## src/rtl/proc_serial_pkg.sv

```systemverilog
// Shared types and helpers for the processor serial output/input path.
// Latency: n/a (declarations only).
// Backpressure: n/a.
package proc_serial_pkg;

  // Engine state: idle (no word held) or shifting a word out.
  typedef enum logic {
    PISO_IDLE  = 1'b0,
    PISO_SHIFT = 1'b1
  } piso_state_t;

  // Width of a bit counter that indexes every bit of a width-bit word.
  function automatic int piso_cnt_w(input int width);
    return $clog2(width);
  endfunction

endpackage

```

## src/rtl/piso_bit_counter.sv

```systemverilog
// Modulo-WIDTH bit counter with synchronous clear, enable and a last-bit flag.
// Latency: count updates one cycle after clr/en; last is combinational from the count.
// Backpressure: none; en simply stalls the count.
module piso_bit_counter
  import proc_serial_pkg::*;
#(
  parameter int WIDTH = 8
) (
  input  logic clk,
  input  logic rst_n,
  input  logic clr,
  input  logic en,
  output logic last
);

  localparam int CNT_W = piso_cnt_w(WIDTH);
  localparam logic [CNT_W-1:0] LAST_VAL = CNT_W'(WIDTH - 1);

  logic [CNT_W-1:0] cnt;

  // Clear wins over enable so a reload on the last-bit strobe restarts at bit 0;
  // the explicit wrap keeps non-power-of-two widths modulo WIDTH.
  always_ff @(posedge clk or negedge rst_n) begin
    if (!rst_n) begin
      cnt <= '0;
    end else if (clr) begin
      cnt <= '0;
    end else if (en) begin
      if (last) begin
        cnt <= '0;
      end else begin
        cnt <= cnt + 1'b1;
      end
    end
  end

  // Flag the bit currently being presented as the final one of the word.
  always_comb begin
    last = (cnt == LAST_VAL);
  end

endmodule

```

## src/rtl/piso_shift_engine.sv

```systemverilog
// Parallel-to-serial shift engine: takes a WIDTH-bit word by valid/ready, emits one bit per shift_en.
// Latency: first bit on ser_out 1 cycle after load acceptance; word lasts exactly WIDTH strobes.
// Backpressure: load_ready low while a word is in flight, except on the last-bit strobe (seamless reload).
module piso_shift_engine
  import proc_serial_pkg::*;
#(
  parameter int   WIDTH      = 8,
  parameter bit   MSB_FIRST  = 1'b1,
  parameter logic IDLE_LEVEL = 1'b0
) (
  input  logic             clk,
  input  logic             rst_n,
  input  logic             load_valid,
  output logic             load_ready,
  input  logic [WIDTH-1:0] load_data,
  input  logic             shift_en,
  input  logic             ser_in,
  output logic             ser_out,
  output logic             ser_valid,
  output logic             busy,
  output logic             done
);

  piso_state_t      state;
  logic [WIDTH-1:0] shreg;
  logic [WIDTH-1:0] shreg_shifted;
  logic             out_of_reset;
  logic             shifting;
  logic             last_bit;
  logic             load_acc;
  logic             cur_bit;

  // Bit position tracking lives in the counter; it restarts on every accepted load.
  piso_bit_counter #(
    .WIDTH (WIDTH)
  ) u_bit_counter (
    .clk   (clk),
    .rst_n (rst_n),
    .clr   (load_acc),
    .en    (shifting),
    .last  (last_bit)
  );

  // Handshake and strobe qualification; load_ready is combinational from shift_en.
  always_comb begin
    shifting   = (state == PISO_SHIFT) && shift_en;
    done       = shifting && last_bit;
    load_ready = out_of_reset && ((state == PISO_IDLE) || done);
    load_acc   = load_valid && load_ready;
  end

  // Next register value for one shift step, with ser_in filling the vacated end.
  always_comb begin
    if (MSB_FIRST) begin
      shreg_shifted = {shreg[WIDTH-2:0], ser_in};
      cur_bit       = shreg[WIDTH-1];
    end else begin
      shreg_shifted = {ser_in, shreg[WIDTH-1:1]};
      cur_bit       = shreg[0];
    end
  end

  // Serial output and status: idle level whenever no word is being presented.
  always_comb begin
    ser_valid = (state == PISO_SHIFT);
    busy      = (state == PISO_SHIFT);
    ser_out   = (state == PISO_SHIFT) ? cur_bit : IDLE_LEVEL;
  end

  // Hold load_ready low until the first edge after reset release.
  always_ff @(posedge clk or negedge rst_n) begin
    if (!rst_n) begin
      out_of_reset <= 1'b0;
    end else begin
      out_of_reset <= 1'b1;
    end
  end

  // Shift register: a load overrides the final shift so back-to-back words leave no gap.
  always_ff @(posedge clk or negedge rst_n) begin
    if (!rst_n) begin
      shreg <= '0;
    end else if (load_acc) begin
      shreg <= load_data;
    end else if (shifting) begin
      shreg <= shreg_shifted;
    end
  end

  // State: enter SHIFT on any accepted load, return to IDLE after the last bit with no reload.
  always_ff @(posedge clk or negedge rst_n) begin
    if (!rst_n) begin
      state <= PISO_IDLE;
    end else if (load_acc) begin
      state <= PISO_SHIFT;
    end else if (done) begin
      state <= PISO_IDLE;
    end
  end

endmodule

```

## config.mk

```make
export PLATFORM = sky130hd
export DESIGN_NAME = piso_shift_engine
export DESIGN_NICKNAME = d
export VERILOG_FILES = /design/src/rtl/proc_serial_pkg.sv /design/src/rtl/piso_bit_counter.sv /design/src/rtl/piso_shift_engine.sv
export SDC_FILE = /design/constraint.sdc
export NUM_CORES = 1
export LEC_CHECK = 0
export CORE_MARGIN = 1.5
export CORE_UTILIZATION = 25
export DETAILED_ROUTE_END_ITERATION = 12
export GPL_TIMING_DRIVEN = 0
export PLACE_DENSITY = 0.5
export SYNTH_ARGS = -nofsm -noshare
export SYNTH_HDL_FRONTEND = slang
export SYNTH_SLANG_ARGS = --single-unit
```

## constraint.sdc

```tcl
create_clock -name clk -period 2.1 [get_ports clk]
set_clock_uncertainty 0.1 [all_clocks]
set_input_delay 0.21 -clock clk [delete_from_list [all_inputs] [get_ports clk]]
set_output_delay 0.21 -clock clk [all_outputs]
set_load 0.03 [all_outputs]
```

==> After elaboration in Yosys (flattened, before gate mapping) <==
Cells that the tools add are included.
{ "totals": {"out_inout_bits": 5, "regBits": 13, "inputBits": 13} }
{ "op_classes": {"bitwise_logic": 1, "reduce_logical": 7, "n_mux": 8, "addsub": 1, "n_eq_ne": 1} }
{ "ops": {"columns": ["op", "count"], "rows": [
  ["$mux W8", 2],
  ["$mux W3", 3],
  ["$logic_and A1 B1 Y1", 4],
  ["$reduce_bool A2 Y1", 2],
  ["$add A3 B1 Y3 const B", 1],
  ["$eq A3 B3 Y1 const B", 1],
  ["$mux W1", 3],
  ["$logic_or A1 B1 Y1", 1],
  ["$not A1 Y1", 1]
]} }

==> Logic depth before layout (Yosys ltp) <==
Gate-level depths: netlist of the first run.
{ "depth": {"word_depth": 6, "ltp_mapped": 6, "ltp_nobuf": 5} }

==> By module <==
Synthesis of the first run repeated with hierarchy kept, for this count alone.
{ "unflattened": {"hier_cells": 50, "hier_area_um2": 708.2} }
{ "by_module_without_submodules": {"columns": ["module", "cells_per_inst", "n_inst", "area_each_um2"], "rows": [
  ["piso_shift_engine", 38, 1, 556.8],
  ["piso_bit_counter", 12, 1, 151.4]
]} }

==> Worst setup path after synthesis of the first run <==
OpenSTA, ideal clock, no wires.
{ "synth_timing": {"path_kind": "reg-to-reg", "from": "register u_bit_counter.cnt[0]", "to": "register shreg[1]", "setup_ns": 0.125, "t_arrival_ns": 1.490, "path_stages_with_launch": 7, "slack_ns": 0.385, "cell_sequence": "dfrtp_1 -> ha_1 -> ha_1 -> a21bo_2 -> nor2b_4 -> buf_8 -> mux2_4"} }
{ "synth_via": {"elab_chain_cells": 6} }
{ "synth_rtl": {"columns": ["element", "line_no", "rtl"], "rows": [
  ["start, declared", "piso_bit_counter.sv:19", "logic [CNT_W-1:0] cnt;"],
  ["start signal, assigned", "piso_bit_counter.sv:32", "cnt <= cnt + 1'b1;"],
  ["$eq A3 B3 Y1 (*)", "piso_bit_counter.sv:39", "last = (cnt == LAST_VAL);"],
  ["$logic_and A1 B1 Y1 (*)", "piso_shift_engine.sv:47", "done = shifting && last_bit;"],
  ["$logic_or A1 B1 Y1 (*)", "piso_shift_engine.sv:48", "load_ready = out_of_reset && ((state == PISO_IDLE) || done);"],
  ["$logic_and A1 B1 Y1 (*)", "piso_shift_engine.sv:48", null],
  ["$logic_and A1 B1 Y1 (*)", "piso_shift_engine.sv:49", "load_acc = load_valid && load_ready;"],
  ["$mux W8 or $reduce_bool A2 Y1 (tied branches)", null, null],
  ["end signal, assigned", "piso_shift_engine.sv:84", "shreg <= load_data;"],
  ["end signal, assigned", "piso_shift_engine.sv:86", "shreg <= shreg_shifted;"],
  ["end, declared", "piso_shift_engine.sv:25", "logic [WIDTH-1:0] shreg;"]
]} }
Mark *: on every way between the ends. The rest lies on a longest branch, timed or not.
A chain may end at the register's enable or synchronous reset.

==> Worst setup path in the final report of the first run <==
{ "layout_timing": {"from": "register u_bit_counter.cnt[0]", "to": "output port load_ready"} }
{ "layout_via": {"elab_chain_cells": 4} }
{ "layout_rtl": {"columns": ["element", "line_no", "rtl"], "rows": [
  ["$eq A3 B3 Y1", "piso_bit_counter.sv:39", null],
  ["$logic_and A1 B1 Y1", "piso_shift_engine.sv:47", null],
  ["$logic_or A1 B1 Y1", "piso_shift_engine.sv:48", null],
  ["$logic_and A1 B1 Y1", "piso_shift_engine.sv:48", null],
  ["end, declared", "piso_shift_engine.sv:14", "output logic load_ready,"]
]} }
No other way between the ends.

==> results of run 1 <==
[state kept, by name (all words and copies together) (netlist names)]
signal             cells
busy                   1
out_of_reset           1
shreg                  8
u_bit_counter.cnt      3
[cell type report]
| class | instances | area [um2] | area share |
|---|---|---|---|
| flip-flops and latches | 13 | 325 | 0.352 |
| plain buffers | 3 | 33.8 | 0.0366 |
| clock buffers | 4 | 26.3 | 0.0285 |
| multi-input cells | 36 | 337 | 0.364 |
| repair buffers | 17 | 164 | 0.178 |
| well taps | 30 | 37.5 | 0.0407 |
[final timing paths]
kind | to | slack, ns | cells after the start
max | load_ready | 0.17 | 5
min | shreg[3] | 0.21 | 1
max reg2reg | shreg[4] | 0.29 | 6
min reg2reg | u_bit_counter.cnt[2] | 0.44 | 2
max in group asynchronous | u_bit_counter.cnt[1] | 1.28 | 1
min in group clk | u_bit_counter.cnt[2] | 0.44 | 2
[logic make-up after synthesis]
| group | share of synthesized area |
|---|---|
| mux | 0.297 |
| simple gates | 0.110 |
| flops | 0.468 |
| compound gates | 0.0360 |
| buf+inv | 0.0486 |
| fa+ha+maj | 0.0360 |
| other cells | 0.00539 |
[what timing repair did]
action | in CTS | in global routing
hold buffers | 0 | 0
endpoints found under the setup margin | 2 | 1
resized for setup | 4 | 2
[routing by layer]
| metal | vias to the layer above | global-route usage | part of all wire |
|---|---|---|---|
| met1 | 200 | 0.0991 | 0.49 |
| li1 | 219 | - | - |
| met2 | 13 | 0.131 | 0.43 |
| met3 | 0 | 0.0535 | 0.080 |
| met4 | 0 | 0.0209 | 0 |
| met5 | - | 0 | 0 |
[through the flow]
stage / hold slack [ns] / cell area, um2
final: 0.213 / 923
after global routing: 0.272 / 923
after CTS: 0.233 / 930
after detailed placement: 0.424 / 903
after global placement: 0.420 / 903
after floorplan: -0.186 / 696
[synthesized netlist by cell type]
master / count / area share
sky130_fd_sc_hd__conb_1: 1 / 0.0054
sky130_fd_sc_hd__a21bo_2: 1 / 0.014
sky130_fd_sc_hd__buf_8: 1 / 0.022
sky130_fd_sc_hd__and3_2: 1 / 0.011
sky130_fd_sc_hd__dfrtp_1: 13 / 0.47
sky130_fd_sc_hd__mux2_4: 7 / 0.15
sky130_fd_sc_hd__buf_4: 1 / 0.011
sky130_fd_sc_hd__nand3_1: 2 / 0.014
sky130_fd_sc_hd__and2_1: 2 / 0.018
sky130_fd_sc_hd__mux2_2: 3 / 0.049
sky130_fd_sc_hd__nor2b_4: 1 / 0.020
sky130_fd_sc_hd__or3_2: 1 / 0.011
sky130_fd_sc_hd__nand2_2: 1 / 0.0090
sky130_fd_sc_hd__a21oi_1: 3 / 0.022
sky130_fd_sc_hd__nand2_1: 5 / 0.027
sky130_fd_sc_hd__mux2_1: 6 / 0.097
sky130_fd_sc_hd__buf_6: 1 / 0.016
sky130_fd_sc_hd__ha_1: 2 / 0.036
[power by group through the flow]
stage,sequential (uW),clock [uW],combinational [uW]
floorplan,414,0,353
global placement,423,0,465
detailed placement,427,0,470
CTS,421,167,469
global route,436,176,507
finish,420,157,457
[worst reg2reg max path, cell delays in order (launching register included)]
cell and delay, ns:
sky130_fd_sc_hd__dfrtp_1 0.40, sky130_fd_sc_hd__ha_1 0.21, sky130_fd_sc_hd__ha_1 0.21, sky130_fd_sc_hd__a21bo_2 0.21, sky130_fd_sc_hd__nor2b_4 0.13, sky130_fd_sc_hd__buf_8 0.15, sky130_fd_sc_hd__mux2_4 0.29
==> results summary, run 1 <==
The number of antenna violations at the first check in global routing is 0. The pre-CTS worst setup slack is 0.0405 ns. STA classifies the critical path endpoint as a primary output. The repair_antennas step left the layout with diodes totalling 0.

The fraction of layout instances using a drive strength above 1 came out at 0.301. The most critical setup path has its startpoint at u_bit_counter.cnt[0]. The source of the worst register-to-register timing path is u_bit_counter.cnt[0]. The critical path goes through ha_1, ha_1, a21bo_2, and2_1, buf_2.

The overall power of the completed layout is between 1000 and 1500 uW. The final hold violation count is 0. Row generation in the floorplan step produced 18 rows. The library cell used most frequently in the layout, excluding fill and tap cells, is sky130_fd_sc_hd__clkdlybuf4s50_1. The relative slew slack is 0.583.

Clock tree synthesis selected as its root buffer the cell sky130_fd_sc_hd__clkbuf_4. The combinational group share of total power came out at 0.443. The final worst-path cycle share came out at 0.921. In this run the static leakage power is slightly above 0.0004 uW. For this run, the share of the core covered by cells in the final layout is 0.363. Of the total power, the clock network draws 0.152. For this run, the total global-route usage over all layers was measured as 0.0851.

The max capacitance violation total is 0. The proportion of total power due to net switching is 0.302. Of the total power, registers draw 0.406. The die outline width is 55.8 um.

The clock reaches the later pin of the worst-skew pair after ~0.28 ns. The final wirelength is 1150 um. The accumulated negative setup slack is 0 ns. The flip-flop and latch count after synthesis came out at 13.

STA puts the critical path data arrival time at 1.62 ns. The largest fanout on the critical path came out at 3. In this design, the critical path's most frequently occurring cell is sky130_fd_sc_hd__ha_1. The via count is 432. The power density of the placed cells is between 1000 and 1500 mW/mm2. The share of the Yosys chip area taken by registers is 0.468.

The global-route wire length before repair came out at ~2000 um. The cell-internal power came out at 721 uW. In this run the post-CTS setup repair buffer count came out at 0.

The number of optimization iterations in the first detailed-route pass is 2. From synthesis to final layout, the design area changed by 32.7%. The path class of the tightest hold or removal check is primary input to async pin. In the layout the commonest cells are sky130_fd_sc_hd__clkdlybuf4s50_1 (15), sky130_fd_sc_hd__dfrtp_1 (13), sky130_fd_sc_hd__mux2_4 (7). The number of warnings issued by yosys is 0. The slowest library cell on the worst path is sky130_fd_sc_hd__dfrtp_1. The maximum level of the CTS H-tree came out at 1.

The unique cell type count in the Yosys netlist came out at 18. The die extent in y came out at 55.8 um. Setup violations remaining at the end of the flow were counted as 0. The net count after synthesis is between 60 and 70. After global routing the overflow that remains totals 0. The count of antenna-violating nets left after detailed routing came out at 0. The final max-slew violation count is 0.

For the pin with the worst max-slew slack, the measured transition is a little over 0.6 ns. The number of clock buffers added by TritonCTS is 3. The clock-pin slew on the worst setup and hold paths came out at 0.08 ns.

The initial utilization of the core area, before any placement, comes to 0.273. The number of cells in the design after placement is between 90 and 100. The via count of the first global-routing pass came out at between 400 and 500. The floorplan step defined a die boundary enclosing roughly 0.0031 mm2. The number of design-rule violations left by the first detailed-router iteration came out at 1. The final RePlAce weighted congestion came out at roughly 0.64.

For the worst setup path, the data required time is ~1.8 ns. The average instance in the mapped netlist occupies about 13 um2. Together, buffers and inverters on the worst path number 1. The via density per instance is 4.19. Setup repair after global routing left no endpoint under its margin. The count of buffers inserted at the top-level ports is 17.

Across the VDD grid, the largest voltage drop is roughly 0.48 mV. The filler cells instantiated in the layout total between 200 and 300. The switching power summed over all nets is 313 uW. The TritonCTS clock tree is yes. The biggest cell delay along the critical path came out at roughly 0.40 ns. On the critical path the largest part of the delay comes from adder cells. The kind of critical path is flip-flop to primary output. The worst setup margin is between 0.15 and 0.2 ns. The maximum number of pins on one net before global-route repair is 14. At the end of the flow, the number of nets in the layout was around 90. The maximum number of buffers from clock root to sink is 2. The flow ran to the end, and the final reports show no timing, DRC or antenna violations. The cell area after synthesis is about 700 um2. The clock sink count is 13. Synthesis handed over a netlist of 52 instances.

The peak clock frequency supported by timing is between 500 and 600 MHz. The area inside the core boundary came out at between 0.002 and 0.003 mm2. The filler-free cell count of the finished design came out at 103.

For the finished layout, the period the worst path requires is approximately 1.9 ns. The kind of launch point of the worst setup path is a flip-flop. The wire length per cell after detailed routing is between 10 and 15 um.

The total DRC errors in the routed layout is 0. During I/O placement, the number of pins put on the boundary was 18.
Note: power is estimated with default switching activity, not from simulation.
==> run 2: changes to the inputs <==
Settings changed: PLACE_DENSITY 0.5 to 0.49, SYNTH_HIERARCHICAL set to 1.
==> results summary, run 2 <==
The flow ran to the end, and the final reports show no timing, DRC or antenna violations. The number of design-rule violations left by the first detailed-router iteration came out at 3 (+2). STA classifies the critical path startpoint as a flip-flop. In the layout the commonest cells are sky130_fd_sc_hd__clkdlybuf4s50_1 (15), sky130_fd_sc_hd__dfrtp_1 (13), sky130_fd_sc_hd__mux2_4 (8).

The data arrival time of the critical path came to 1.64 ns (+0.02 ns). The mean post-synth cell area is 14.2 um2 (+5.9%). The global-route wire length before repair was 1810 um (-11%). The antenna cell count is 0 (unchanged). The required time at the endpoint of the critical path came out at 1.79 ns (about the same). The maximum number of pins on one net before global-route repair came out at 14 (unchanged). The number of setup violations in the final report came out at 0 (unchanged). The total number of nets in the final design was 87 (-2.2%). The number of flops mapped to enable cells by yosys is 0 (unchanged). The number of antenna violations at the first check in global routing is 0 (unchanged). Setup repair after global routing left no endpoint under its margin.

The global router's overall resource usage came out at 0.0744 (-0.0106). The via count came out at 426 (-1.4%). The clock sink count came out at 13 (unchanged).

The power density of the placed cells is 1230 mW/mm2 (+10%). The combined flip-flop and latch cell area came out at 325 um2 (unchanged). The critical path is of the flip-flop to primary output type. The post-CTS setup buffer count came out at 0 (unchanged).

The count of buffers inserted at the top-level ports is 17 (unchanged). Among all flip-flop cells after synthesis, the most frequent one is sky130_fd_sc_hd__dfrtp_1. The via count of the first global-routing pass is 417 (-9.7%). The worst hold slack was 0.203 ns (-0.00933 ns). The number of optimization iterations in the first detailed-route pass is 4 (+2). The wire length per cell after detailed routing came out at 10.4 um (-7.0%). The final wirelength is 1060 um (-7.9%).

The min-delay analysis places its worst path in the category primary input to async pin. The die outline width came out at 56.2 um (+0.85%). The largest fanout on the critical path is 3 (unchanged). The net count after synthesis is 65 (-3.0%).

The maximum number of buffers from clock root to sink is 2 (unchanged). The clock period minus worst slack came out at 1.95 ns (+0.0142 ns). The max capacitance violation total is 0 (unchanged). The pin slew with the least headroom to its limit was 0.576 ns (-0.0476 ns). The final RePlAce weighted congestion came to 0.653 (+2.4%). The cell area after synthesis came out at 708 um2 (+1.8%). The count of antenna-violating nets left after detailed routing came out at 0 (unchanged). After synthesis, the cell types taking the most area are sky130_fd_sc_hd__dfrtp_1 (46%), sky130_fd_sc_hd__mux2_4 (17%), sky130_fd_sc_hd__mux2_2 (11%). The area growth from synthesis to layout came out at 32.3%. The count of filler cells inserted in the layout came to 300 (+13%). The category of the worst setup path capture point is a primary output. The flip-flop count of the largest register, all copies and words added came to 8 (unchanged). The die extent in y came to 56.2 um (+0.85%). The proportion of register bits with asynchronous set or reset after synthesis is 1.00 (unchanged). The starting density of the core is 0.261 (-0.0120).

The latest clock arrival within the worst-skew pair came out at 0.27 ns (about the same). The final hold violation count came out at 0 (unchanged). The number of standard cells after synthesis came out at 50 (-3.8%). The maximum level of the CTS H-tree came to 1 (unchanged). The number of rows in the core area is 19 (+1). The clock-pin slew on the worst setup and hold paths is 0.08 ns (about the same). The unique cell type count in the Yosys netlist came out at 21 (+3). The area fraction of the dominant cell type after synthesis is 0.459 (-0.00826). The tree is rooted in a sky130_fd_sc_hd__clkbuf_4. The accumulated negative setup slack was 0 ns (unchanged). The floorplan die area was 0.00316 mm2 (+1.7%). The fraction of layout instances using a drive strength above 1 is 0.408 (+0.107).

The sequential fraction of the synthesis area is 0.459 (-0.00826). The register ranked first by flip-flop count is shreg. The highest metal layer carrying signal wires in the routed design is met3. The via density per instance came to 4.18 (-0.42%). The reported leakage power came to 0.000415 uW (+2.4%).

The worst ir drop on vdd is 0.625 mV (+29%). The relative slew slack was 0.615 (+0.0318). The total DRC errors in the routed layout came out at 0 (unchanged).

The met2 routed wirelength came out at 513 um (+4.3%). Leaving out fill and tap cells, the most frequent cell in the layout is sky130_fd_sc_hd__clkdlybuf4s50_1. TritonCTS built the clock tree. The final max-slew violation count came to 0 (unchanged). In the final layout, the registers with the most flip-flops are shreg: 8 flops, u_bit_counter/cnt: 3 flops. The aggregate global routing overflow came out at 0 (unchanged). The number of warnings issued by yosys came out at 6 (+6). In the post-synthesis netlist, the cell with the most instances is sky130_fd_sc_hd__dfrtp_1. The flip-flop and latch count after synthesis is 13 (unchanged). The cell taking the most area after synthesis is sky130_fd_sc_hd__dfrtp_1. The total length of routed met3 wires came to 63 um (-32%). The I/O pin count is 18 (unchanged). The final worst-path cycle share came out at 0.927 (+0.00678). The wire length the detailed router placed on met1 came out at 479 um (-15%). In the synthesized netlist, the cells that appear most often are sky130_fd_sc_hd__dfrtp_1 (13), sky130_fd_sc_hd__mux2_4 (8), sky130_fd_sc_hd__mux2_2 (7). The peak clock frequency supported by timing is 513 MHz (-0.73%). The number of clock buffers inserted by TritonCTS is 3 (unchanged).

The area inside the core boundary came out at 0.00271 mm2 (+6.5%). The multi-input combinational cell area came to 352 um2 (+4.5%).
[run 2: stage by stage]
step / std cells / area (um2) / setup slack (ns) / total power, uW / utilization
after global routing: 102 / 937 / 0.0717 / 1240 / 0.346
final: 102 / 937 / 0.152 / 1150 / 0.346
after global placement: 98 / 917 / 0.0158 / 1010 / 0.338
after CTS: 102 / 943 / 0.0167 / 1180 / 0.348
after detailed placement: 98 / 917 / 0.0227 / 1020 / 0.338
after floorplan: 50 / 708 / 0.366 / 873 / -
[run 2: area by class of cell]
cell class	instances	area share
Multi-Input combinational cell	34	0.375
Sequential cell	13	0.347
Timing Repair Buffer	17	0.175
Tap cell	31	0.0414
Buffer	2	0.0294
Clock buffer	4	0.0280
Inverter	1	0.00401
[run 2: cells by family (layout without fill, tap and decap cells)]
| group | Yosys count | in the layout | share of synthesized area |
|---|---|---|---|
| AO/OA/AOI/OAI | 2 | 2 | 0.0265 |
| other | 1 | 1 | 0.00530 |
| buffers and inverters | 3 | 24 | 0.0442 |
| flip-flops | 13 | 13 | 0.459 |
| adder cells (fa/ha/maj) | 2 | 2 | 0.0353 |
| AND/OR/NAND/NOR | 11 | 11 | 0.104 |
| multiplexers | 18 | 18 | 0.325 |
[run 2: path summary, 6_finish.rpt]
kind,to,start,slack (ns),cells past startpoint
max in group asynchronous,u_bit_counter/cnt[2],rst_n,1.32,1
hold reg to reg,busy,out_of_reset,0.42,2
setup reg to reg,shreg[3],u_bit_counter/cnt[0],0.27,6
setup / recovery,load_ready,u_bit_counter/cnt[0],0.15,5
min in group clk,busy,out_of_reset,0.42,2
hold / removal,shreg[6],rst_n,0.20,1
[run 2: power by group]
group	total (uW)	internal, uW	switching [uW]
logic	573	358	215
clock network	151	73.5	77.4
registers	429	367	62.3
[run 2: what timing repair did]
action                                  4_1_cts  5_1_grt
endpoints found under the setup margin        2        1
gates resized for setup                       4        2
hold buffers                                  0        0
[run 2: layer usage]
metal,vias to the layer above,GRT usage
met2,10,0.129
met3,0,0.0349
li1,217,-
met4,0,0.0204
met1,199,0.0807
met5,-,0
[run 2: critical path, stage by stage, from the launching register on]
cell                      delay (ns)
sky130_fd_sc_hd__dfrtp_1        0.40
sky130_fd_sc_hd__ha_1           0.20
sky130_fd_sc_hd__ha_1           0.21
sky130_fd_sc_hd__a21bo_2        0.23
sky130_fd_sc_hd__and2_1         0.15
sky130_fd_sc_hd__buf_2          0.17
